--- src/rtl/mem_port_arbiter_pkg.sv ---
// ----------------------------------------------------------------------------
// mem_port_arbiter_pkg
// Shared definitions for the memory port arbiter: FSM state encodings,
// transaction owner codes, default bus widths and the starvation counter width.
// ----------------------------------------------------------------------------
package mem_port_arbiter_pkg;

    localparam int DEF_AW = 16;
    localparam int DEF_DW = 16;

    // Width of the consecutive-fetch-loss counter; STARVE_LIMIT must fit in it.
    localparam int CNT_W  = 4;

    typedef enum logic [1:0] {
        ST_IDLE  = 2'd0,
        ST_ISSUE = 2'd1,
        ST_WAIT  = 2'd2
    } state_t;

    typedef enum logic {
        OWN_FETCH = 1'b0,
        OWN_DATA  = 1'b1
    } owner_t;

endpackage

--- src/rtl/arb_starve_cnt.sv ---
// ----------------------------------------------------------------------------
// arb_starve_cnt
// Counts how many times in a row the fetch unit lost arbitration to a data
// request. Saturates at its maximum value; limit_hit tells the arbiter that
// the next grant must go to fetch.
//
// Ports
//   clk       in   clock, rising edge
//   rst       in   asynchronous active-high reset
//   inc       in   data captured while fetch was also requesting
//   clr       in   fetch captured
//   limit_hit out  count has reached LIMIT
// ----------------------------------------------------------------------------
module arb_starve_cnt
    import mem_port_arbiter_pkg::*;
#(
    parameter int LIMIT = 4
)(
    input  logic clk,
    input  logic rst,
    input  logic inc,
    input  logic clr,
    output logic limit_hit
);

    logic [CNT_W-1:0] cnt;

    // NOTE: state registers use non-blocking (<=) assignments so every flop
    // samples the values from before the edge, independent of statement order.
    always_ff @(posedge clk or posedge rst) begin
        if (rst) begin
            cnt <= '0;
        end else if (clr) begin
            cnt <= '0;
        end else if (inc && (cnt != {CNT_W{1'b1}})) begin
            cnt <= cnt + 1'b1;
        end
    end

    assign limit_hit = (cnt >= CNT_W'(LIMIT));

endmodule

--- src/rtl/mem_port_arbiter.sv ---
// ----------------------------------------------------------------------------
// mem_port_arbiter
// Shares the single memory port between the fetch unit (instruction reads)
// and the control unit (data reads/writes). One transaction is outstanding at
// a time; data wins arbitration unless fetch has lost STARVE_LIMIT times in a
// row. All outputs are registered.
//
// Ports
//   clk, rst                      clock, asynchronous active-high reset
//   f_req/f_addr                  fetch read request (held until f_gnt)
//   f_gnt/f_rvalid/f_rdata        fetch grant pulse, response pulse and data
//   d_req/d_we/d_addr/d_wdata     data request (held until d_gnt)
//   d_gnt/d_rvalid/d_rdata        data grant pulse, response pulse and data
//                                 (d_rdata is 0 on write completion)
//   m_req/m_we/m_addr/m_wdata     memory request, held until m_ack
//   m_ack/m_rvalid/m_rdata        memory accept, response pulse and read data
//   err_spurious                  sticky: m_rvalid with no accepted transaction
// ----------------------------------------------------------------------------
module mem_port_arbiter
    import mem_port_arbiter_pkg::*;
#(
    parameter int AW           = DEF_AW,
    parameter int DW           = DEF_DW,
    parameter int STARVE_LIMIT = 4
)(
    input  logic          clk,
    input  logic          rst,
    input  logic          f_req,
    input  logic [AW-1:0] f_addr,
    output logic          f_gnt,
    output logic          f_rvalid,
    output logic [DW-1:0] f_rdata,
    input  logic          d_req,
    input  logic          d_we,
    input  logic [AW-1:0] d_addr,
    input  logic [DW-1:0] d_wdata,
    output logic          d_gnt,
    output logic          d_rvalid,
    output logic [DW-1:0] d_rdata,
    output logic          m_req,
    output logic          m_we,
    output logic [AW-1:0] m_addr,
    output logic [DW-1:0] m_wdata,
    input  logic          m_ack,
    input  logic          m_rvalid,
    input  logic [DW-1:0] m_rdata,
    output logic          err_spurious
);

    state_t state;
    owner_t owner;
    logic   limit_hit;
    logic   take_data;
    logic   take_fetch;
    logic   resp_done;

    // Data wins unless fetch is also waiting and has already lost too often.
    assign take_data  = (state == ST_IDLE) && d_req && (!f_req || !limit_hit);
    assign take_fetch = (state == ST_IDLE) && f_req && !take_data;

    // The response completes either in WAIT, or in ISSUE when the memory
    // accepts and answers in the same cycle.
    assign resp_done  = ((state == ST_ISSUE) && m_ack && m_rvalid) ||
                        ((state == ST_WAIT)  && m_rvalid);

    arb_starve_cnt #(
        .LIMIT (STARVE_LIMIT)
    ) u_starve_cnt (
        .clk       (clk),
        .rst       (rst),
        .inc       (take_data && f_req),
        .clr       (take_fetch),
        .limit_hit (limit_hit)
    );

    // The m_we/m_addr/m_wdata outputs double as the capture registers; they
    // hold the last captured transaction until the next capture.
    always_ff @(posedge clk or posedge rst) begin
        if (rst) begin
            state        <= ST_IDLE;
            owner        <= OWN_FETCH;
            f_gnt        <= 1'b0;
            f_rvalid     <= 1'b0;
            f_rdata      <= '0;
            d_gnt        <= 1'b0;
            d_rvalid     <= 1'b0;
            d_rdata      <= '0;
            m_req        <= 1'b0;
            m_we         <= 1'b0;
            m_addr       <= '0;
            m_wdata      <= '0;
            err_spurious <= 1'b0;
        end else begin
            // Grant and response strobes are single-cycle pulses.
            f_gnt    <= 1'b0;
            d_gnt    <= 1'b0;
            f_rvalid <= 1'b0;
            d_rvalid <= 1'b0;

            if (m_rvalid && ((state == ST_IDLE) || ((state == ST_ISSUE) && !m_ack))) begin
                err_spurious <= 1'b1;
            end

            case (state)
                ST_IDLE: begin
                    if (take_data) begin
                        owner   <= OWN_DATA;
                        m_we    <= d_we;
                        m_addr  <= d_addr;
                        m_wdata <= d_wdata;
                        d_gnt   <= 1'b1;
                        m_req   <= 1'b1;
                        state   <= ST_ISSUE;
                    end else if (take_fetch) begin
                        owner   <= OWN_FETCH;
                        m_we    <= 1'b0;
                        m_addr  <= f_addr;
                        m_wdata <= '0;
                        f_gnt   <= 1'b1;
                        m_req   <= 1'b1;
                        state   <= ST_ISSUE;
                    end
                end
                ST_ISSUE: begin
                    if (m_ack) begin
                        m_req <= 1'b0;
                        state <= m_rvalid ? ST_IDLE : ST_WAIT;
                    end
                end
                ST_WAIT: begin
                    if (m_rvalid) begin
                        state <= ST_IDLE;
                    end
                end
                default: state <= ST_IDLE;
            endcase

            // Route the response to the owner; rdata holds between responses.
            if (resp_done) begin
                if (owner == OWN_FETCH) begin
                    f_rvalid <= 1'b1;
                    f_rdata  <= m_rdata;
                end else begin
                    d_rvalid <= 1'b1;
                    d_rdata  <= m_we ? '0 : m_rdata;
                end
            end
        end
    end

endmodule

--- config.mk ---
export PLATFORM = sky130hd
export DESIGN_NAME = mem_port_arbiter
export DESIGN_NICKNAME = d
export VERILOG_FILES = /design/src/rtl/mem_port_arbiter_pkg.sv /design/src/rtl/arb_starve_cnt.sv /design/src/rtl/mem_port_arbiter.sv
export SDC_FILE = /design/constraint.sdc
export NUM_CORES = 1
export LEC_CHECK = 0
export BUFFER_PORTS_ARGS = -buffer_cell sky130_fd_sc_hd__buf_4
export CORE_MARGIN = 2
export CORE_UTILIZATION = 25
export CTS_BUF_LIST = sky130_fd_sc_hd__clkbuf_8 sky130_fd_sc_hd__clkbuf_16
export CTS_CLUSTER_DIAMETER = 100
export DETAILED_ROUTE_END_ITERATION = 12
export MAX_ROUTING_LAYER = met4
export PLACE_DENSITY = 0.5
export REMOVE_ABC_BUFFERS = 1
export SLEW_MARGIN = 20
export SYNTH_ARGS = -nofsm -noshare
export SYNTH_HDL_FRONTEND = slang
export SYNTH_HIERARCHICAL = 1
export SYNTH_SLANG_ARGS = --single-unit
--- constraint.sdc ---
create_clock -name clk -period 5.9 [get_ports clk]
set_input_delay 1.18 -clock clk [delete_from_list [all_inputs] [get_ports clk]]
set_output_delay 1.18 -clock clk [all_outputs]
set_load 0.01 [all_outputs]
==> impl_metrics.tcl <==
set metrics [dict create \
    timing.critical_path.to_type "flop" \
    grt_pass1_wl_mm 14.9 \
    floorplan.initialDensity_pct 25.8 \
    max_cap_viol_count 0 \
    synth_edf_count 0 \
    ys_ff_latch 78 \
    dp_hpwl_mm 6.79 \
    report.power.total_w 0.00253 \
    drtPass1Iterations 4 \
    crit_chain "buf_4 -> nand2_4 -> and3_1 -> and2_1 -> inv_1 -> a31oi_4 -> mux2_4" \
    count_of_synthesis_stage_warnings_from_yosys 6 \
    grt_antenna_before_repair 0 \
    postCtsResizedCells 0 \
    synthesis.area_um2 3430 \
    cts.htree.levels 3 \
    die_x_um 121 \
    rsz0062_at_grt "false" \
    max_clock_freq_mhz 360 \
    tritoncts_num_sinks 78 \
    finalInstanceArea_um2 4940 \
    skew_ns 0.00445 \
    clockBufferDepth 2 \
    tritoncts "done" \
    die_y_um 121 \
    worstHoldPathType "flop to flop" \
    ant_nets 0 \
    dominantRegCellSynth "dfrtp_1" \
    crit_arrival_ns 3.00 \
    setup_viol 0 \
    netlist-cell-type-count 38 \
    slew_headroom_pct 37.7 \
    fp.coreArea_um2 13300 \
    worst_ir_drop_vdd_mv 0.210 \
    cts_inserted_buffers 9 \
    cts_root_buffer "clkbuf_16" \
    num_rows 42 \
    route.detailed.vias_per_inst 4.56 \
    detail_route.wl_per_cell_um 16.6 \
    syn_area_per_cell_um2 13.3 \
    globalplace.congestion 0.754 \
    critical_path_required_ns 6.12 \
    report.final.slew_viol_count 0 \
    drc 0 \
    dr_total_vias 2623 \
    finalHoldViolations 0 \
    area_delta_synth_final_pct 44.0 \
    grt_max_degree 42 \
    synthesis.instances 258 \
    finalCritPeriodShare_pct 47.1 \
    layout-drive-gt1-share_pct 47.9 \
    power.static_leakage_nw 2.45 \
    overflow 0 \
    finalCriticalPeriod_ns 2.78 \
    drt-initial-drc-count 156 \
    sequential_fraction_of_the_synthesis_area_pct 56.9 \
    clk-insertion-delay-late_ns 0.33 \
    startpoint_type "input pin" \
    wl_final_mm 9.52 \
    final_net_count 466 \
    postCtsHoldBufs 0 \
    place.port_buffers 141 \
    post_cts.repair.setup_buffers 0 \
    slowest_stage "and3_1" \
    critical_path.max_fanout 17 \
    ioPinCount 142 \
    design.die.area_um2 14700 \
    path_clk_slew_ns 0.05 \
    pwr_per_cell_area_nw_per_um2 513 \
    async_flop_share_pct 100 \
    setup_total_negative_slack_ns 0 \
    status "finished, final reports clean" \
    grt_pass1_vias 2840 \
    n_antenna_cell 0 \
    max_slew.worst_pin.slew_ns 0.935 \
    critical_path.top_delay_family "simple AND/OR/NAND/NOR gates" \
    dpl_cell_area_um2 4620 \
    grt_use_total_pct 13.7 \
    critical_path_buf_inv_count 2 \
    path_class "input pin to flop" \
    critPathMaxStageDelay_ns 0.58 \
]
-- per-stage QoR --
step | setup slack, ns | instances | utilization (%) | hold WS [ns]
4_1_cts | 3.16 | 575 | 37.1 | 0.490
3_5_place_dp | 2.80 | 559 | 34.7 | 0.477
3_3_place_gp | 2.84 | 559 | 34.7 | 0.460
5_1_grt | 3.06 | 575 | 37.2 | 0.506
2_1_floorplan | 2.80 | 238 | - | 0.463
6_report | 3.12 | 575 | 37.2 | 0.475
-- state kept, by name, summed over array words and instances (netlist names) --
signal and cells:
f_gnt 1, d_rvalid 1, m_req 1, m_we 1, u_starve_cnt/cnt 4, d_rdata 16, owner 1, f_rdata 16
err_spurious 1, m_addr 16, state 2, m_wdata 16, f_rvalid 1, d_gnt 1
-- logic make-up (layout without fill, tap and decap cells) --
| kind of cell | after synthesis | count (layout) | share of synthesized area [%] |
|---|---|---|---|
| fa+ha+maj | 1 | 1 | 0.365 |
| compound gates | 91 | 91 | 25.4 |
| mux | 19 | 19 | 6.31 |
| simple gates | 27 | 27 | 4.96 |
| flops | 78 | 78 | 56.9 |
| buf+inv | 42 | 183 | 6.09 |
-- layout by cell type (no fill, tap or decap), types with 3 or more instances in the layout --
| master | instances |
|---|---|
| a2111oi_2 | 14 |
| a22o_1 | 32 |
| nor2_1 | 4 |
| o21a_1 | 16 |
| mux2_2 | 7 |
| buf_4 | 145 |
| nand2b_1 | 3 |
| mux2_1 | 10 |
| dfrtp_1 | 78 |
| clkbuf_16 | 9 |
| a211o_1 | 16 |
| inv_1 | 23 |
| nand2_1 | 6 |
-- report_power, final --
part           switching [W]  internal, W  total (W)
registers           0.000157     0.000773   0.000930
clock network       0.000209     0.000377   0.000586
logic               0.000461     0.000556    0.00102
-- metal layers --
layer  GRT usage [%]  wire [um]
met5               -          0
met2            18.2       3760
met1            18.4       4580
met4            5.89        131
met3            5.31       1050
-- cells in the mapped netlist, drive strengths merged, types with 4 or more instances --
master   count  area [um^2]
nand2b       4         32.5
nand2        7         33.8
buf         15          108
mux2        18          206
inv         22         82.6
a22o        32          280
a2111oi     16          228
clkbuf       5         18.8
dfrtp       78         1950
nor2         5         21.3
a211o       16          140
o21a        16          120
-- layout make-up --
class	count	area [um^2]
fillers	1312	8360
multi-input cells	138	1280
repair buffers	145	1090
flip-flops and latches	78	1950
inverters	22	82.6
clock inverters	6	77.6
well taps	176	220
clock buffers	10	239
-- path summary, 6_finish.rpt --
kind / from / end / slack, ns / cells past startpoint
min in group asynchronous: rst / u_starve_cnt/cnt[3] / 0.76 / 2
max in group asynchronous: rst / d_rdata[10] / 3.89 / 3
max: f_req / u_starve_cnt/cnt[0] / 3.12 / 7
max reg2reg: u_starve_cnt/cnt[2] / u_starve_cnt/cnt[0] / 3.38 / 7
min reg2reg: err_spurious / err_spurious / 0.48 / 1
min: err_spurious / err_spurious / 0.48 / 1
No activity file was read; power rests on OpenSTA's default activity.
